===== config.mk =====
export PLATFORM = sky130hd
export DESIGN_NAME = reset_sequencer
export DESIGN_NICKNAME = d
export VERILOG_FILES = /design/src/rtl/reset_seq_pkg.sv /design/src/rtl/sync_debounce.sv /design/src/rtl/reset_sequencer.sv
export SDC_FILE = /design/constraint.sdc
export NUM_CORES = 1
export LEC_CHECK = 0
export CAP_MARGIN = 20
export CORE_MARGIN = 8
export CORE_UTILIZATION = 40
export DETAILED_ROUTE_END_ITERATION = 7
export MAX_ROUTING_LAYER = met4
export PLACE_DENSITY = 0.65
export SYNTH_ARGS = -nofsm -noshare
export SYNTH_HDL_FRONTEND = slang
export SYNTH_SLANG_ARGS = --single-unit
export TNS_END_PERCENT = 1

===== constraint.sdc =====
create_clock -name clk -period 2.76 [get_ports clk]
set_input_delay 0.552 -clock clk [delete_from_list [all_inputs] [get_ports clk]]
set_output_delay 0.552 -clock clk [all_outputs]
set_load 0.02 [all_outputs]

===== src/rtl/reset_seq_pkg.sv =====
// Shared types and helpers for the staged board reset controller.
// Imported by reset_sequencer and sync_debounce.
package reset_seq_pkg;

  typedef enum logic [1:0] {
    WAIT_LOCK = 2'd0,
    HOLD      = 2'd1,
    RELEASE   = 2'd2,
    RUN       = 2'd3
  } state_t;

  typedef enum logic [1:0] {
    CAUSE_POR    = 2'b00,
    CAUSE_MANUAL = 2'b01,
    CAUSE_LOCK   = 2'b10
  } cause_t;

  function automatic int max2(
    input int a,
    input int b
  );
    return (a > b) ? a : b;
  endfunction

  function automatic int cnt_width(
    input int a,
    input int b,
    input int c,
    input int d
  );
    return $clog2(max2(max2(a, b), max2(c, d)) + 1);
  endfunction

endpackage


===== src/rtl/sync_debounce.sv =====
// Two-flop synchronizer followed by a level debouncer for the
// manual reset button.
module sync_debounce
  import reset_seq_pkg::*;
#(
  parameter int DEBOUNCE_CYCLES = 16,
  parameter int CW              = $clog2(DEBOUNCE_CYCLES + 1)
) (
  input  logic clk_i,
  input  logic nrst_i,
  input  logic raw_i,
  output logic db_o
);

  localparam logic [CW-1:0] DB_LAST = CW'(DEBOUNCE_CYCLES - 1);

  logic [1:0]    sync_q;
  logic          man_s;
  logic [CW-1:0] cnt_q;
  logic [CW-1:0] cnt_d;
  logic          db_q;
  logic          db_d;

  assign man_s = sync_q[1];
  assign db_o  = db_q;

  // Counter only runs while the synced level disagrees with db_q.
  always_comb begin
    cnt_d = '0;
    db_d  = db_q;
    if (man_s != db_q) begin
      if (cnt_q == DB_LAST) begin
        db_d = man_s;
      end else begin
        cnt_d = cnt_q + CW'(1);
      end
    end
  end

  always_ff @(posedge clk_i) begin
    if (!nrst_i) begin
      sync_q <= '0;
      cnt_q  <= '0;
      db_q   <= 1'b0;
    end else begin
      sync_q <= {sync_q[0], raw_i};
      cnt_q  <= cnt_d;
      db_q   <= db_d;
    end
  end

endmodule


===== src/rtl/reset_sequencer.sv =====
// Board reset controller: waits for PLL lock, then releases N_OUT
// resets in staggered order; handles button and lock-loss resets.
module reset_sequencer
  import reset_seq_pkg::*;
#(
  parameter int N_OUT           = 3,
  parameter int HOLD_CYCLES     = 4,
  parameter int GAP_CYCLES      = 2,
  parameter int DEBOUNCE_CYCLES = 16
) (
  input  logic             clk,
  input  logic             nrst,
  input  logic             manual,
  input  logic             pll_lock,
  output logic [N_OUT-1:0] rst_out,
  output logic             busy,
  output logic             rst_done,
  output logic [1:0]       cause
);

  localparam int CW = cnt_width(
    N_OUT, HOLD_CYCLES, GAP_CYCLES, DEBOUNCE_CYCLES
  );

  localparam logic [CW-1:0]    HOLD_LAST = CW'(HOLD_CYCLES - 1);
  localparam logic [CW-1:0]    GAP_LAST  = CW'(GAP_CYCLES - 1);
  localparam logic [CW-1:0]    IDX_LAST  = CW'(N_OUT - 1);
  localparam logic [N_OUT-1:0] ALL_ONES  = '1;

  logic [1:0]       lock_sync_q;
  logic             lock_s;
  logic             man_db;
  logic             man_prev_q;
  logic             man_rise;

  state_t           state_q;
  state_t           state_d;
  logic [CW-1:0]    hold_q;
  logic [CW-1:0]    hold_d;
  logic [CW-1:0]    gap_q;
  logic [CW-1:0]    gap_d;
  logic [CW-1:0]    idx_q;
  logic [CW-1:0]    idx_d;
  logic [N_OUT-1:0] rst_q;
  logic [N_OUT-1:0] rst_d;
  cause_t           cause_q;
  cause_t           cause_d;
  logic             busy_q;
  logic             busy_d;
  logic             done_q;
  logic             done_d;

  sync_debounce #(
    .DEBOUNCE_CYCLES (DEBOUNCE_CYCLES),
    .CW              (CW)
  ) u_man_db (
    .clk_i  (clk),
    .nrst_i (nrst),
    .raw_i  (manual),
    .db_o   (man_db)
  );

  assign lock_s   = lock_sync_q[1];
  assign man_rise = man_db & ~man_prev_q;

  assign rst_out  = rst_q;
  assign busy     = busy_q;
  assign rst_done = done_q;
  assign cause    = cause_q;

  // Release order is a left shift: bit 0 clears first, higher bits follow.
  always_comb begin
    state_d = state_q;
    hold_d  = hold_q;
    gap_d   = gap_q;
    idx_d   = idx_q;
    rst_d   = rst_q;
    cause_d = cause_q;
    unique case (state_q)
      WAIT_LOCK: begin
        rst_d = ALL_ONES;
        if (lock_s) begin
          state_d = HOLD;
          hold_d  = '0;
        end
      end
      HOLD: begin
        rst_d = ALL_ONES;
        if (!lock_s) begin
          state_d = WAIT_LOCK;
          cause_d = CAUSE_LOCK;
        end else if (man_db) begin
          hold_d = '0;
        end else if (hold_q == HOLD_LAST) begin
          state_d = RELEASE;
          idx_d   = '0;
          gap_d   = '0;
          rst_d   = ALL_ONES << 1;
        end else begin
          hold_d = hold_q + CW'(1);
        end
      end
      RELEASE: begin
        if (!lock_s) begin
          state_d = WAIT_LOCK;
          rst_d   = ALL_ONES;
          cause_d = CAUSE_LOCK;
        end else if (man_db) begin
          state_d = HOLD;
          hold_d  = '0;
          rst_d   = ALL_ONES;
          cause_d = CAUSE_MANUAL;
        end else if (idx_q == IDX_LAST) begin
          state_d = RUN;
          rst_d   = '0;
        end else if (gap_q == GAP_LAST) begin
          gap_d = '0;
          idx_d = idx_q + CW'(1);
          rst_d = rst_q << 1;
        end else begin
          gap_d = gap_q + CW'(1);
        end
      end
      RUN: begin
        rst_d = '0;
        if (!lock_s) begin
          state_d = WAIT_LOCK;
          rst_d   = ALL_ONES;
          cause_d = CAUSE_LOCK;
        end else if (man_rise) begin
          state_d = HOLD;
          hold_d  = '0;
          rst_d   = ALL_ONES;
          cause_d = CAUSE_MANUAL;
        end
      end
      default: begin
        state_d = WAIT_LOCK;
        rst_d   = ALL_ONES;
      end
    endcase
  end

  assign busy_d = (state_d != RUN);
  assign done_d = (state_d == RUN) && (state_q != RUN);

  always_ff @(posedge clk) begin
    if (!nrst) begin
      lock_sync_q <= '0;
      man_prev_q  <= 1'b0;
      state_q     <= WAIT_LOCK;
      hold_q      <= '0;
      gap_q       <= '0;
      idx_q       <= '0;
      rst_q       <= ALL_ONES;
      cause_q     <= CAUSE_POR;
      busy_q      <= 1'b1;
      done_q      <= 1'b0;
    end else begin
      lock_sync_q <= {lock_sync_q[0], pll_lock};
      man_prev_q  <= man_db;
      state_q     <= state_d;
      hold_q      <= hold_d;
      gap_q       <= gap_d;
      idx_q       <= idx_d;
      rst_q       <= rst_d;
      cause_q     <= cause_d;
      busy_q      <= busy_d;
      done_q      <= done_d;
    end
  end

endmodule


; Word level (Yosys, flattened, before mapping)
; Index checks and enable logic that the tools add are counted.
[totals]
elab_cells = 106
regBits = 35
input_bits = 4
output_inout_bits = 7
[classes]
bitwise = 4
reduce_logical = 10
addsub = 4
eq_ne = 27
n_mux = 48
[ops]
columns = cell, n
row1 = $mux 5, 19
row2 = $mux 2, 14
row3 = $ne 2x2->1 const B, 13
row4 = $add 5x1->5 const B, 4
row5 = $pmux 5 s2, 2
row6 = $pmux 5 s4, 1
row7 = $mux 3, 6
row8 = $reduce_and 7->1, 2
row9 = $pmux 3 s4, 1
row10 = $eq 5x2->1 const B, 2
row11 = $pmux 2 s4, 1
row12 = $reduce_and 8->1, 1
row13 = $eq 2x2->1 const B, 3
row14 = $ne 3x2->1 const B, 2
row15 = $pmux 2 s3, 1
row16 = $eq 5x1->1 const B, 1
row17 = $eq 5x4->1 const B, 1
row18 = $ne 5x4->1 const B, 1
row19 = $reduce_and 4->1, 1
row20 = $mux 1, 3
row21 = $ne 3x3->1 const B, 1
row22 = $not 1->1, 3
row23 = $reduce_bool 3->1, 1
row24 = $reduce_or 3->1, 1
row25 = 8 further kinds, 8

; Depth between registers and ports, before layout
[depth]
depth_word = 7
mapped_depth = 7

; Hierarchy
; A second synthesis with hierarchy kept.
[hier_totals]
hier_cells = 185
area_unflattened_um2 = 1736.7
[by_module_without_submodules]
columns = mod, instances, cells_per_inst, area_each_um2
row1 = reset_sequencer, 1, 158, 1447.6
row2 = sync_debounce, 1, 27, 289.0

; Least setup slack after synthesis
; Ideal clock, no wire load.
[synth_timing]
path_kind = reg-to-reg
from = reg hold_q[0]
to = reg idx_q[4]
stages_incl_launch_ff = 7
n_path_buf = 1
synth_period_minus_slack_ns = 1.982
setup_time_ns = 0.070
t_arrival_ns = 1.912
setup_slack_ns = 0.778
cell_sequence = dfxtp_1 -> ha_1 -> or4b_1 -> a2bb2oi_1 -> buf_6 -> or4_1 -> a21oi_1
[synth_between]
elab_chain_len = 3
[synth_rtl]
columns = element, line
row1 = from (decl), reset_sequencer.sv:38  ; logic [CW-1:0] hold_q;
row2 = from (signal assigned), reset_sequencer.sv:163  ; hold_q <= hold_d;
row3 = $eq 5x2->1, reset_sequencer.sv:94  ; end else if (hold_q == HOLD_LAST) begin
row4 = $ne 2x2->1 (no source line), -
row5 = $reduce_and 8->1 (no source line), -
row6 = to (signal assigned), reset_sequencer.sv:165  ; idx_q <= idx_d;
row7 = to (decl), reset_sequencer.sv:42  ; logic [CW-1:0] idx_q;
; No other way between the ends.
; A chain may end at the register's enable or synchronous reset.

; Worst setup path in the final report
; Ends and elaborated chain as after synthesis.

==> results.json <==
{
  "slowest_delay_ns": 0.51,
  "h-tree-depth": 2,
  "skew_ns": 0.00240,
  "cp.depth": 6,
  "crit_buf_inv": 1,
  "maxSlewHeadroom_pct": 51.9,
  "synth_xor_area_share_pct": 1.66,
  "cp-startpoint": "hold_q[0]",
  "hold_path_startpoint": "u_man_db.sync_q[0]",
  "power_density_nw_per_um2": 480,
  "numCtsBuffers": 5,
  "nNetsFinal": 202,
  "slew_viol_final": 0,
  "path_max_fanout": 11,
  "cp-end-kind": "register",
  "synth_ff_type": "dfxtp_1",
  "yosysSeqAreaShare_pct": 44.4,
  "fp.coreArea_um2": 3880,
  "cts_setup_buffers": 0,
  "final.setup.worst_slack_ns": 0.563,
  "wl_per_cell_um": 14.6,
  "hold_end": "u_man_db.sync_q[1]",
  "wl_met1_mm": 1.58,
  "syn-num-nets": 188,
  "gr-total-overflow": 0,
  "antenna_left": 0,
  "routed.top_layer": "met4",
  "reg2reg_slack_ns": 0.56,
  "r2r-end": "idx_q[4]",
  "cts.path.max_buffers": 2,
  "finalHoldViolCount": 0,
  "wl_met2_mm": 1.73,
  "drt-pass1-iter-count": 4,
  "fp.dieH_um": 78.8,
  "route.detailed.drc": 0,
  "cts_resized": 0,
  "clkSlewWorstSetupHoldPaths_ns": 0.06,
  "fmax_ghz": 0.455,
  "ff2ff_path_depth": 6,
  "crit_required_ns": 2.97,
  "syn_to_final_growth_pct": 14.7,
  "async_flop_share_pct": 0,
  "maxCapViolCount": 0,
  "layout_commonest_cell": "dfxtp_1",
  "hold_path.class": "register to register",
  "cpMaxStageDelayCell": "or4b_1",
  "crit_path_start_kind": "register",
  "grt_setup_unrepaired": "no",
  "initial_utilization_pct": 40.6,
  "crit_arrival_ns": 2.41,
  "worstPathCellList": "ha_1, or4b_1, a2bb2oi_1, buf_4, or4_1, a21oi_1",
  "criticalPathCategory": "register to register",
  "die_area_um2": 6210,
  "holdPathStages": 1,
  "synth_top_family_by_area": "simple AND/OR/NAND/NOR gates",
  "antenna_found_initial": 0,
  "yosys_register_bits": 35,
  "cts_sinks": 35,
  "first_global_vias": 1313,
  "synth_cell_types": 37,
  "io_pins": 11,
  "dp.cells": 234,
  "gp_congestion": 0.809,
  "avgSynthCellArea_um2": 8.92,
  "grt_start_max_net_pins": 19,
  "layout_common_cells": "dfxtp_1, o21ai_0, nand2_1",
  "wl_met3_um": 119,
  "cts_tree": "done",
  "vdd_drop_max_mv": 0.292,
  "worst_pin_slew_ns": 0.715,
  "fp-row-count": 23,
  "outcome": "finished, final reports clean",
  "vias": 1325,
  "setup_viol": 0,
  "dp_hpwl_mm": 2.61,
  "synth_edf_count": 0,
  "synthSimpleGateAreaFrac_pct": 27.8,
  "p_leak_nw": 0.616,
  "port_buffers": 10,
  "drive_above_1_share_pct": 6.32,
  "grt_pass1_wl_mm": 5.86,
  "reg2reg_from": "hold_q[0]",
  "synthMuxAreaShare_pct": 1.27,
  "via_per_inst": 5.52,
  "insertion_delay_ns": 0.28,
  "critical-path-top-delay-family": "simple AND/OR/NAND/NOR gates",
  "synth_area_um2": 1580,
  "finalCriticalPeriod_ns": 2.20,
  "pre_cts_ws_ns": 0.589,
  "drtIter0Drc": 101,
  "ys_warn_count": 0,
  "synthAdderAreaFrac_pct": 5.55,
  "syn_inst": 177,
  "antenna_cells": 0,
  "track_usage_pct": 11.9,
  "totalNegativeSetupSlack_ns": 0,
  "die_x_um": 78.8,
  "wl_mm": 3.50,
  "synth_compound_area_share_pct": 16.0,
  "ctsHoldBuffers": 0,
  "clock-root-buffer": "clkbuf_8",
  "period_share_pct": 79.6,
  "fin_cells": 240
}
## state kept, by name (all words and copies together), names as in the netlist, 2 cells and up
| signal | flops |
|---|---|
| u_man_db.sync_q | 2 |
| state_q | 2 |
| idx_q | 5 |
| rst_out | 3 |
| cause | 2 |
| u_man_db.cnt_q | 5 |
| hold_q | 5 |
| gap_q | 5 |
| lock_sync_q | 2 |
## cell usage after synthesis (4+ instances only)
master    number  area share, %
dfxtp_1       35             44
nand2_1       14            3.3
o21ai_0       14            4.4
a21oi_1       12            3.8
nor2_1        12            2.9
ha_1           7            5.5
nand2b_1       7            2.8
nand3_1        7            2.2
clkbuf_1       6            1.4
nor3_1         6            1.9
and2_1         5            2.0
or4_1          5            2.4
a31oi_1        4            1.6
and3_1         4            1.6
inv_1          4           0.95
nand3b_1       4            1.9
## through the flow
stage | power, mW | util (%) | cell area [µm²] | hold WS (ns)
5_1_grt | 0.901 | 46.6 | 1810 | 0.449
3_5_place_dp | 0.552 | 44.7 | 1740 | 0.420
4_1_cts | 0.877 | 46.6 | 1810 | 0.438
2_1_floorplan | 0.540 | - | 1580 | 0.412
6_report | 0.869 | 46.6 | 1810 | 0.434
3_3_place_gp | 0.550 | 44.7 | 1740 | 0.416
## how the worst max path moves through the flow
| stage | end |
|---|---|
| 2_1_floorplan | idx_q[4] |
| 3_3_place_gp | u_man_db.cnt_q[2] |
| 3_5_place_dp | u_man_db.cnt_q[4] |
| 4_1_cts | idx_q[4] |
| 5_1_grt | idx_q[4] |
| 6_report | idx_q[4] |
## metal layers
| metal | GRT usage [%] | up-vias |
|---|---|---|
| li1 | - | 668 |
| met1 | 13.0 | 624 |
| met2 | 19.7 | 25 |
| met3 | 2.71 | 8 |
| met4 | 6.67 | 0 |
| met5 | - | - |
## final cells by class
type | count | area [µm²]
Tap cell | 50 | 62.6
Inverter | 5 | 18.8
Clock buffer | 6 | 72.6
Multi-Input combinational cell | 130 | 826
Timing Repair Buffer | 14 | 130
Fill cell | 368 | 2070
Sequential cell | 35 | 701
## cell families after synthesis
logic type / count (synthesis)
XOR/XNOR: 3
AO/OA/AOI/OAI: 42
multiplexers: 2
adder cells (fa/ha/maj): 7
buffers and inverters: 12
AND/OR/NAND/NOR: 76
flip-flops: 35
## where the power goes
| part | internal (mW) | switching [mW] | total (mW) |
|---|---|---|---|
| Sequential | 0.509 | 0.00342 | 0.513 |
| Clock | 0.168 | 0.161 | 0.329 |
| Combinational | 0.0112 | 0.0161 | 0.0274 |
## worst register-to-register path, cell delays in order (launching register included)
cell       delay [ns]
dfxtp_1          0.38
ha_1             0.25
or4b_1           0.51
a2bb2oi_1        0.17
buf_4            0.17
or4_1            0.51
a21oi_1          0.15
Power figures use the tool's default switching activity.
